<file path="config.mk">
export PLATFORM = sky130hd
export DESIGN_NAME = mult_pipe_flat
export DESIGN_NICKNAME = d
export VERILOG_FILES = /design/src/rtl/mult_pipe_if.sv /design/src/rtl/mult_pipe.sv /design/src/flat_wrapper.sv
export SDC_FILE = /design/constraint.sdc
export NUM_CORES = 1
export LEC_CHECK = 0
export BUFFER_PORTS_ARGS = -buffer_cell sky130_fd_sc_hd__buf_2
export CAP_MARGIN = 30
export CORE_UTILIZATION = 55
export DETAILED_ROUTE_END_ITERATION = 10
export PLACE_DENSITY = 0.82
export SLEW_MARGIN = 30
export SYNTH_ARGS = -nofsm -noshare
export SYNTH_HDL_FRONTEND = slang
export SYNTH_SLANG_ARGS = --single-unit
</file>
<file path="constraint.sdc">
create_clock -name clk -period 2.5 [get_ports clk]
set_clock_uncertainty 0.2 [all_clocks]
set_input_delay 0.125 -clock clk [delete_from_list [all_inputs] [get_ports clk]]
set_output_delay 0.125 -clock clk [all_outputs]
set_load 0.02 [all_outputs]
</file>
<file path="src/rtl/mult_pipe_if.sv">
// Operand/result handshake bundle for mult_pipe: operand beat in, result beat out,
// plus the in-flight count. master = producer/consumer side, slave = multiplier.
interface mult_pipe_if #(
    parameter int BIT_SZ = 8,
    parameter int STAGES = 3
);
    localparam int OCC_W = $clog2(STAGES + 1);

    logic              in_vld;
    logic              in_rdy;
    logic [BIT_SZ-1:0] a;
    logic [BIT_SZ-1:0] b;
    logic              sgn;
    logic [1:0]        mode;
    logic              out_vld;
    logic              out_rdy;
    logic [BIT_SZ-1:0] y;
    logic              ovf;
    logic [OCC_W-1:0]  occ;

    modport master (
        output in_vld, a, b, sgn, mode, out_rdy,
        input  in_rdy, out_vld, y, ovf, occ
    );

    modport slave (
        input  in_vld, a, b, sgn, mode, out_rdy,
        output in_rdy, out_vld, y, ovf, occ
    );
endinterface

</file>
<file path="src/rtl/mult_pipe.sv">
// Pipelined BIT_SZ x BIT_SZ multiplier with bubble-collapsing valid/ready flow control,
// signed/unsigned operands and wrap / high-half / saturate result modes.
module mult_pipe #(
    parameter int BIT_SZ = 8,
    parameter int STAGES = 3
) (
    input  logic        clk,
    input  logic        rst_l,
    mult_pipe_if.slave  bus
);
    localparam int W2    = 2 * BIT_SZ;
    localparam int OCC_W = $clog2(STAGES + 1);
    localparam int LAST  = STAGES - 1;

    typedef struct packed {
        logic [W2-1:0] p;
        logic          sgn;
        logic [1:0]    mode;
    } beat_t;

    function automatic logic [W2-1:0] full_product(
        input logic [BIT_SZ-1:0] op_a,
        input logic [BIT_SZ-1:0] op_b,
        input logic              is_sgn
    );
        logic [W2-1:0] ax;
        logic [W2-1:0] bx;
        ax = {{BIT_SZ{is_sgn & op_a[BIT_SZ-1]}}, op_a};
        bx = {{BIT_SZ{is_sgn & op_b[BIT_SZ-1]}}, op_b};
        return ax * bx;
    endfunction

    // Returns {ovf, y}; a signed product fits only if its top BIT_SZ+1 bits agree.
    function automatic logic [BIT_SZ:0] shape_result(input beat_t bt);
        logic [BIT_SZ-1:0] hi;
        logic [BIT_SZ-1:0] lo;
        logic [BIT_SZ:0]   top;
        logic [BIT_SZ-1:0] y_v;
        logic              ovf_v;
        hi  = bt.p[W2-1:BIT_SZ];
        lo  = bt.p[BIT_SZ-1:0];
        top = bt.p[W2-1:BIT_SZ-1];
        if (bt.sgn) begin
            ovf_v = ~((&top) | ~(|top));
        end else begin
            ovf_v = |hi;
        end
        case (bt.mode)
            2'b01: begin
                y_v   = hi;
                ovf_v = 1'b0;
            end
            2'b10: begin
                if (!ovf_v) begin
                    y_v = lo;
                end else if (bt.sgn) begin
                    y_v = {bt.p[W2-1], {(BIT_SZ-1){~bt.p[W2-1]}}};
                end else begin
                    y_v = {BIT_SZ{1'b1}};
                end
            end
            default: begin
                y_v = lo;
            end
        endcase
        return {ovf_v, y_v};
    endfunction

    logic [STAGES-1:0] vld_r;
    logic [STAGES-1:0] adv_s;
    logic [STAGES-1:0] load_s;
    logic [STAGES-1:0] vld_in_s;
    logic [OCC_W-1:0]  occ_r;
    logic [BIT_SZ-1:0] y_r;
    logic              ovf_r;
    logic              in_xfer_s;
    logic              out_xfer_s;
    beat_t             in_beat_s;
    beat_t             last_beat_s;

    // Advance chain from the output back: a slot moves when the slot ahead is free or moving.
    always_comb begin
        logic go_v;
        adv_s       = '0;
        go_v        = vld_r[LAST] & bus.out_rdy;
        adv_s[LAST] = go_v;
        for (int k = STAGES - 2; k >= 0; k--) begin
            go_v     = vld_r[k] & (~vld_r[k+1] | go_v);
            adv_s[k] = go_v;
        end
    end

    assign load_s     = ~vld_r | adv_s;
    assign bus.in_rdy = rst_l & load_s[0];
    assign in_xfer_s  = bus.in_vld & bus.in_rdy;
    assign out_xfer_s = vld_r[LAST] & bus.out_rdy;
    assign vld_in_s   = (vld_r << 1'b1) | STAGES'(in_xfer_s);
    assign in_beat_s  = {full_product(bus.a, bus.b, bus.sgn), bus.sgn, bus.mode};

    // Slot valid bits: a loading slot takes the valid of the slot behind it (or the input).
    always_ff @(posedge clk or negedge rst_l) begin
        if (!rst_l) begin
            vld_r <= '0;
        end else begin
            vld_r <= (vld_r & ~load_s) | (vld_in_s & load_s);
        end
    end

    // In-flight count tracks input and output transfers.
    always_ff @(posedge clk or negedge rst_l) begin
        if (!rst_l) begin
            occ_r <= '0;
        end else begin
            case ({in_xfer_s, out_xfer_s})
                2'b10:   occ_r <= occ_r + OCC_W'(1);
                2'b01:   occ_r <= occ_r - OCC_W'(1);
                default: occ_r <= occ_r;
            endcase
        end
    end

    generate
        if (STAGES > 1) begin : g_pipe
            beat_t beat_r [STAGES-1];

            // Product slots ahead of the result slot; data moves only with a valid beat.
            always_ff @(posedge clk or negedge rst_l) begin
                if (!rst_l) begin
                    for (int k = 0; k < STAGES - 1; k++) begin
                        beat_r[k] <= '0;
                    end
                end else begin
                    if (load_s[0] & in_xfer_s) begin
                        beat_r[0] <= in_beat_s;
                    end
                    for (int k = 1; k < STAGES - 1; k++) begin
                        if (load_s[k] & vld_r[k-1]) begin
                            beat_r[k] <= beat_r[k-1];
                        end
                    end
                end
            end

            assign last_beat_s = beat_r[STAGES-2];
        end else begin : g_direct
            assign last_beat_s = in_beat_s;
        end
    endgenerate

    // Result slot holds the shaped y/ovf so the outputs are pure register outputs.
    always_ff @(posedge clk or negedge rst_l) begin
        if (!rst_l) begin
            y_r   <= '0;
            ovf_r <= 1'b0;
        end else if (load_s[LAST] & vld_in_s[LAST]) begin
            {ovf_r, y_r} <= shape_result(last_beat_s);
        end else begin
            y_r   <= y_r;
            ovf_r <= ovf_r;
        end
    end

    assign bus.out_vld = vld_r[LAST];
    assign bus.y       = y_r;
    assign bus.ovf     = ovf_r;
    assign bus.occ     = occ_r;
endmodule

</file>
<file path="src/flat_wrapper.sv">
// flat-port wrapper written by rule: the top's interface ports become plain ports
module mult_pipe_flat 
#(
    parameter int BIT_SZ = 8,
    parameter int STAGES = 3
)
  (clk, rst_l, bus_in_vld, bus_a, bus_b, bus_sgn, bus_mode, bus_out_rdy, bus_in_rdy, bus_out_vld, bus_y, bus_ovf, bus_occ);
  mult_pipe_if #(.BIT_SZ(BIT_SZ), .STAGES(STAGES)) bus_i ();
  input  logic clk;
  input  logic rst_l;
  input wire logic [$bits(bus_i.in_vld)-1:0] bus_in_vld;
  input wire logic [$bits(bus_i.a)-1:0] bus_a;
  input wire logic [$bits(bus_i.b)-1:0] bus_b;
  input wire logic [$bits(bus_i.sgn)-1:0] bus_sgn;
  input wire logic [$bits(bus_i.mode)-1:0] bus_mode;
  input wire logic [$bits(bus_i.out_rdy)-1:0] bus_out_rdy;
  output wire logic [$bits(bus_i.in_rdy)-1:0] bus_in_rdy;
  output wire logic [$bits(bus_i.out_vld)-1:0] bus_out_vld;
  output wire logic [$bits(bus_i.y)-1:0] bus_y;
  output wire logic [$bits(bus_i.ovf)-1:0] bus_ovf;
  output wire logic [$bits(bus_i.occ)-1:0] bus_occ;
  assign bus_i.in_vld = bus_in_vld;
  assign bus_i.a = bus_a;
  assign bus_i.b = bus_b;
  assign bus_i.sgn = bus_sgn;
  assign bus_i.mode = bus_mode;
  assign bus_i.out_rdy = bus_out_rdy;
  assign bus_in_rdy = bus_i.in_rdy;
  assign bus_out_vld = bus_i.out_vld;
  assign bus_y = bus_i.y;
  assign bus_ovf = bus_i.ovf;
  assign bus_occ = bus_i.occ;
  mult_pipe #(.BIT_SZ(BIT_SZ), .STAGES(STAGES)) u_core (.clk(clk), .rst_l(rst_l), .bus(bus_i));
endmodule
</file>
======== Yosys cells after proc, flatten, opt, wreduce, memory -nomap -nowiden ========
Cells that the tools add are included.
storage, ports and cells
  input port bits ......................... 23
  output and inout port bits .............. 13
  word-level logic and storage cells ...... 53
  register bits ........................... 52
operators by class
  equal/unequal tests ..................... 4
  muxes and demuxes ....................... 7
  reduce and logical (&&, ||, !) cells .... 4
  bitwise operators ....................... 25
  add/subtract/negate cells ............... 2
  multiply operators ...................... 1
operators with widths
  cell                   number
  $mul A9 B9 Y16         1
  $mux W8                2
  $pmux W8 S2            1
  $and A1 B1 Y1          10
  $reduce_and A9 Y1      1
  $reduce_or A9 Y1       1
  $reduce_or A8 Y1       1
  $and A3 B3 Y3          2
  $not A3 Y3             2
  $or A3 B3 Y3           2
  $not A1 Y1             5
  $eq A2 B1 Y1 const B   2
  $eq A2 B2 Y1 const B   2
  $pmux W2 S2            1
  $mux W1                3
  $or A1 B1 Y1           3
  $or A3 B1 Y3           1
  $add A2 B1 Y2 const B  1
  $reduce_bool A2 Y1     1
  $sub A2 B1 Y2 const B  1

======== Longest topological paths before layout ========
  depth in word-level cells ............... 13
  gate-level depth with buffers ........... 18
  mapped depth without buffers ............ 17

======== Least setup slack after synthesis ========
No wires, ideal clock.
  kind .................................... input to register
  start ................................... in bus_b[7]
  end ..................................... reg u_core.g_pipe.beat_r[37] (netlist name)
  path slack .............................. -2307 ps
  stages on the path ...................... 17
  setup time .............................. 124 ps
  arrival time ............................ 4483 ps
  buffers on the path ..................... 1
  required time ........................... 2176 ps
  path through ............................ buf_2 > nand2_1 > or2_2 > fa_1 > fa_1 > inv_1 > fa_1 > fa_1 > inv_1 > fa_1 > inv_1 > ha_1 > o21a_1 > o31ai_2 > a211oi_1 > o311a_1 > a211o_1
between the ends
  word-level cells in the longest chain between the ends .. 2
ends and longest elaborated chain
  item                            line                RTL
  start: declaration              flat_wrapper.sv:13  input wire logic [$bits(bus_i.b)-1:0] bus_b;
  $and A1 B1 Y1                   mult_pipe.sv:29     bx = {{BIT_SZ{is_sgn & op_b[BIT_SZ-1]}}, op_b};
  $mul A9 B9 Y16 *                mult_pipe.sv:30     return ax * bx;
  end signal: indexed assignment  mult_pipe.sv:138    beat_r[k] <= beat_r[k-1];
  end: declaration                mult_pipe.sv:124    beat_t beat_r [STAGES-1];
Mark *: on every way between the ends. The rest lies on a longest branch, timed or not.
A chain may end at the register's enable or synchronous reset.

======== Worst setup path after layout ========
  start ................................... in bus_b[4]
  end ..................................... reg u_core.g_pipe.beat_r[36] (netlist name)
between the ends
  word-level cells in the longest chain between the ends .. 1
ends and longest elaborated chain
  item            line
  $mul A9 B9 Y16  mult_pipe.sv:30
No other way between the ends.

==> impl_metrics.xml <==
<?xml version="1.0" encoding="UTF-8"?>
<metrics>
  <group name="finish">
    <metric name="post-route-util" unit="">0.735</metric>
    <metric name="area_growth_from_synthesis_to_layout" unit="%">27.9</metric>
    <metric name="design.final.nets" unit="">749</metric>
    <metric name="antenna_cells_inserted" unit="">0</metric>
    <metric name="post_route_cells_drive_above_1_share" unit="">0.318</metric>
  </group>
  <group name="clock_network">
    <metric name="worstSkewPairLatency" unit="ns">0.30</metric>
    <metric name="tritoncts_num_sinks" unit="">52</metric>
    <metric name="max-clock-path-buffers" unit="">2</metric>
    <metric name="cts_root_buffer" unit="">clkbuf_8</metric>
    <metric name="cts_bufs_inserted" unit="">5</metric>
    <metric name="clock_tree.htree_level_count" unit="">2</metric>
    <metric name="clk_pin_slew_worst_paths" unit="ns">0.10</metric>
    <metric name="cts_tree" unit="">done</metric>
  </group>
  <group name="timing">
    <metric name="relSlewSlack" unit="">0.568</metric>
    <metric name="rsz0062_at_grt" unit="">true</metric>
    <metric name="timing.final.ws_setup" unit="ns">-1.90</metric>
    <metric name="number_of_pins_exceeding_their_max_slew_limit_in_the_final_report" unit="">0</metric>
    <metric name="worst_slew_pin_slew" unit="ns">0.649</metric>
    <metric name="final-hold-violation-count" unit="">0</metric>
    <metric name="f_max" unit="MHz">227</metric>
    <metric name="period_minus_slack" unit="ns">4.40</metric>
    <metric name="setup-violations-final" unit="">11</metric>
    <metric name="period_share" unit="">1.76</metric>
  </group>
  <group name="floorplanning">
    <metric name="floorplan.initialDensity" unit="">0.575</metric>
    <metric name="coreArea" unit="sq um">8850</metric>
    <metric name="std_cell_rows" unit="">34</metric>
    <metric name="io_pins" unit="">36</metric>
    <metric name="die-area" unit="sq um">9640</metric>
    <metric name="die_y" unit="microns">98.2</metric>
    <metric name="chipWidth" unit="microns">98.2</metric>
  </group>
  <group name="critical_path">
    <metric name="crit_start_category" unit="">primary input</metric>
    <metric name="path_class" unit="">primary input to flop</metric>
    <metric name="cp-end-kind" unit="">flop</metric>
    <metric name="r2r_worst_path_depth" unit="">6</metric>
    <metric name="path_max_fanout" unit="">4</metric>
    <metric name="required" unit="ns">2.54</metric>
    <metric name="cp_data_arrival_time" unit="ns">4.44</metric>
    <metric name="r2r_slack" unit="ns">0.27</metric>
  </group>
  <group name="logic_synthesis">
    <metric name="synth_edf_count" unit="">0</metric>
    <metric name="yosys_most_used_dff" unit="">dfrtp_1</metric>
    <metric name="synth.yosys.seq_area_share" unit="">0.256</metric>
    <metric name="postSynthNetCount" unit="">653</metric>
    <metric name="synth_area_per_cell" unit="sq um">9.59</metric>
    <metric name="synthesis.yosys.warnings" unit="">0</metric>
    <metric name="syn_area" unit="sq um">5090</metric>
    <metric name="synth.ff_latch_count" unit="">52</metric>
    <metric name="synth_cells" unit="">531</metric>
    <metric name="synth.lib_cells_used.distinct" unit="">52</metric>
    <metric name="ys_async_sr_fraction" unit="">1.00</metric>
  </group>
  <group name="global_route">
    <metric name="number_of_antenna_violations_at_the_first_check_in_global_routing" unit="">0</metric>
    <metric name="global_route_wire_length_before_repair" unit="microns">20100</metric>
    <metric name="grt_start_max_net_pins" unit="">54</metric>
    <metric name="first_global_vias" unit="">4447</metric>
    <metric name="grt.total_usage" unit="">0.259</metric>
    <metric name="grt.overflow.total" unit="">0</metric>
  </group>
  <group name="drt">
    <metric name="drt_wl_total" unit="microns">13100</metric>
    <metric name="detail_route.wl_per_cell" unit="microns">17.8</metric>
    <metric name="drtIter0Drc" unit="">255</metric>
    <metric name="router_iterations_before_antenna_repair" unit="">7</metric>
    <metric name="route.vias.total" unit="">4261</metric>
    <metric name="drt.antenna.violating_nets" unit="">0</metric>
    <metric name="drt-vias-per-instance" unit="">5.79</metric>
    <metric name="drcViolationCount" unit="">0</metric>
  </group>
  <group name="hold_path">
    <metric name="worstHoldPathCells" unit="">4</metric>
    <metric name="hold_path.class" unit="">primary input to flop</metric>
  </group>
  <group name="power">
    <metric name="cellLeakagePower" unit="uW">0.00317</metric>
    <metric name="post-layout-total-power" unit="uW">6980</metric>
    <metric name="power.ir.vdd_worst" unit="mV">0.741</metric>
    <metric name="p_per_area" unit="nW/um^2">1070</metric>
  </group>
  <group name="place">
    <metric name="routabilityCongestion" unit="">0.892</metric>
    <metric name="pre_cts_slack" unit="ns">-2.27</metric>
    <metric name="port_buffers" unit="">35</metric>
    <metric name="place.detailed.hpwl" unit="microns">8930</metric>
  </group>
  <group name="outcome">
    <metric name="status" unit="">finished, violations left</metric>
    <metric name="violations" unit="">negative setup slack</metric>
  </group>
  <group name="flow_run">
    <metric name="max-cap-violations" unit="">0</metric>
  </group>
</metrics>
## where the power goes
group | switching (uW) | internal (uW) | total, uW
Combinational | 2490 | 2470 | 4960
Clock | 282 | 297 | 579
Sequential | 269 | 1170 | 1440
Total | 3040 | 3940 | 6980
## cell type report
| type | instances | area (sq um) |
|---|---|---|
| repair buffers | 109 | 865 |
| clock buffers | 5 | 68.8 |
| fillers | 568 | 2340 |
| inverters | 81 | 304 |
| multi-input cells | 378 | 3790 |
| well taps | 108 | 135 |
| clock inverters | 3 | 42.5 |
| flip-flops and latches | 52 | 1300 |
## stage by stage
stage	hold WS (ns)	instances	instance area [sq um]	setup TNS, ns
3_5_place_dp	0.0922	713	5870	-21.00
5_1_grt	0.0204	736	6510	-17.49
2_1_floorplan	-0.371	531	5350	-17.53
6_report	0.0246	736	6510	-16.41
4_1_cts	0.0571	727	6190	-15.83
3_3_place_gp	0.0831	713	5870	-20.16
## routing by layer
layer,GRT usage,share of wire
met1,0.321,0.38
met2,0.462,0.53
met3,0.0422,0.052
met4,0.0827,0.039
met5,0,0
## kinds of logic (layout without fill, tap and decap cells)
group,count (synthesis),count (layout),share of synthesized area
flip-flops,52,52,0.256
AO/OA/AOI/OAI,71,71,0.0917
AND/OR/NAND/NOR,177,177,0.174
adder cells (fa/ha/maj),99,99,0.336
XOR/XNOR,12,12,0.0234
buffers and inverters,101,198,0.0774
multiplexers,19,19,0.0420
## repair_timing
item / in CTS / in global routing
pin swaps: 14 / 36
endpoints found under the setup margin: 12 / 12
endpoints found under the hold margin: 57 / 0
gates resized for setup: 29 / 58
hold buffers: 4 / 0
buffers inserted: 3 / 10
## placed cells by master, fill, tap and decap left out, types with 6 or more instances in the layout
cell type  netlist  final
a21oi_1         10      8
o21a_1           7      6
nand3_1          9      7
ha_1            36     21
o21ai_0         18     12
buf_6            0     13
ha_4             0     15
fa_1            63     59
nor2_1          18     17
and2_1          34     30
a31oi_1          8      8
nand2_1         76     66
dfrtp_1         52     52
and3_1           9      8
a21boi_0         7      7
buf_4            0     65
xnor2_1          9      8
o21ai_1          1      7
inv_1           80     70
buf_2            4     22
inv_2            0     10
mux2_2          19     19
## registers in the layout, indices dropped and copies added (netlist names), named ones only
name and count:
u_core.bus.occ 2, u_core.bus.ovf 1, u_core.bus.y 8, u_core.g_pipe.beat_r 38
## critical path, stage by stage
cell,delay (ns)
buf_6,0.09
and2_4,0.15
fa_1,0.56
inv_2,0.05
fa_1,0.57
inv_2,0.05
fa_1,0.47
fa_1,0.51
inv_1,0.06
fa_1,0.49
inv_2,0.05
ha_4,0.29
nand2_2,0.07
o211ai_1,0.18
buf_4,0.17
a2111oi_4,0.08
or4_1,0.40
nand3_1,0.08
## synthesized netlist by cell type (2+ instances only)
| cell type | count | area [sq um] |
|---|---|---|
| a211oi_1 | 5 | 37.5 |
| a21boi_0 | 7 | 52.6 |
| a21o_1 | 3 | 22.5 |
| a21oi_1 | 10 | 50.1 |
| a31oi_1 | 8 | 50.1 |
| and2_1 | 34 | 213 |
| and3_1 | 9 | 56.3 |
| buf_1 | 2 | 7.51 |
| buf_2 | 4 | 20.0 |
| clkbuf_1 | 13 | 48.8 |
| dfrtp_1 | 52 | 1300 |
| fa_1 | 63 | 1260 |
| ha_1 | 36 | 450 |
| inv_1 | 80 | 300 |
| mux2_2 | 19 | 214 |
| nand2_1 | 76 | 285 |
| nand2b_1 | 5 | 31.3 |
| nand3_1 | 9 | 45.0 |
| nand4_1 | 3 | 18.8 |
| nor2_1 | 18 | 67.6 |
| nor3_1 | 4 | 20.0 |
| nor3b_1 | 3 | 22.5 |
| nor4_1 | 2 | 12.5 |
| o21a_1 | 7 | 52.6 |
| o21ai_0 | 18 | 90.1 |
| o31ai_1 | 2 | 15.0 |
| or2_2 | 3 | 18.8 |
| or3_1 | 2 | 12.5 |
| or4_1 | 2 | 15.0 |
| xnor2_1 | 9 | 78.8 |
| xor2_1 | 2 | 17.5 |
## worst paths after layout
check,start,end
worst min register to register,u_core.g_pipe.beat_r[19]$_DFFE_PN0P_,u_core.g_pipe.beat_r[19]$_DFFE_PN0P_
worst max-delay path,bus_b[4],u_core.g_pipe.beat_r[36]$_DFFE_PN0P_
worst min-delay path,bus_b[0],u_core.g_pipe.beat_r[22]$_DFFE_PN0P_
worst max register to register,u_core.g_pipe.beat_r[11]$_DFFE_PN0P_,u_core.bus.y[0]$_DFFE_PN0P_
max in group asynchronous,rst_l,u_core.g_pipe.beat_r[15]$_DFFE_PN0P_
min in group asynchronous,rst_l,u_core.bus.occ[0]$_DFFE_PN0P_
Note: power is estimated with default switching activity, not from simulation.
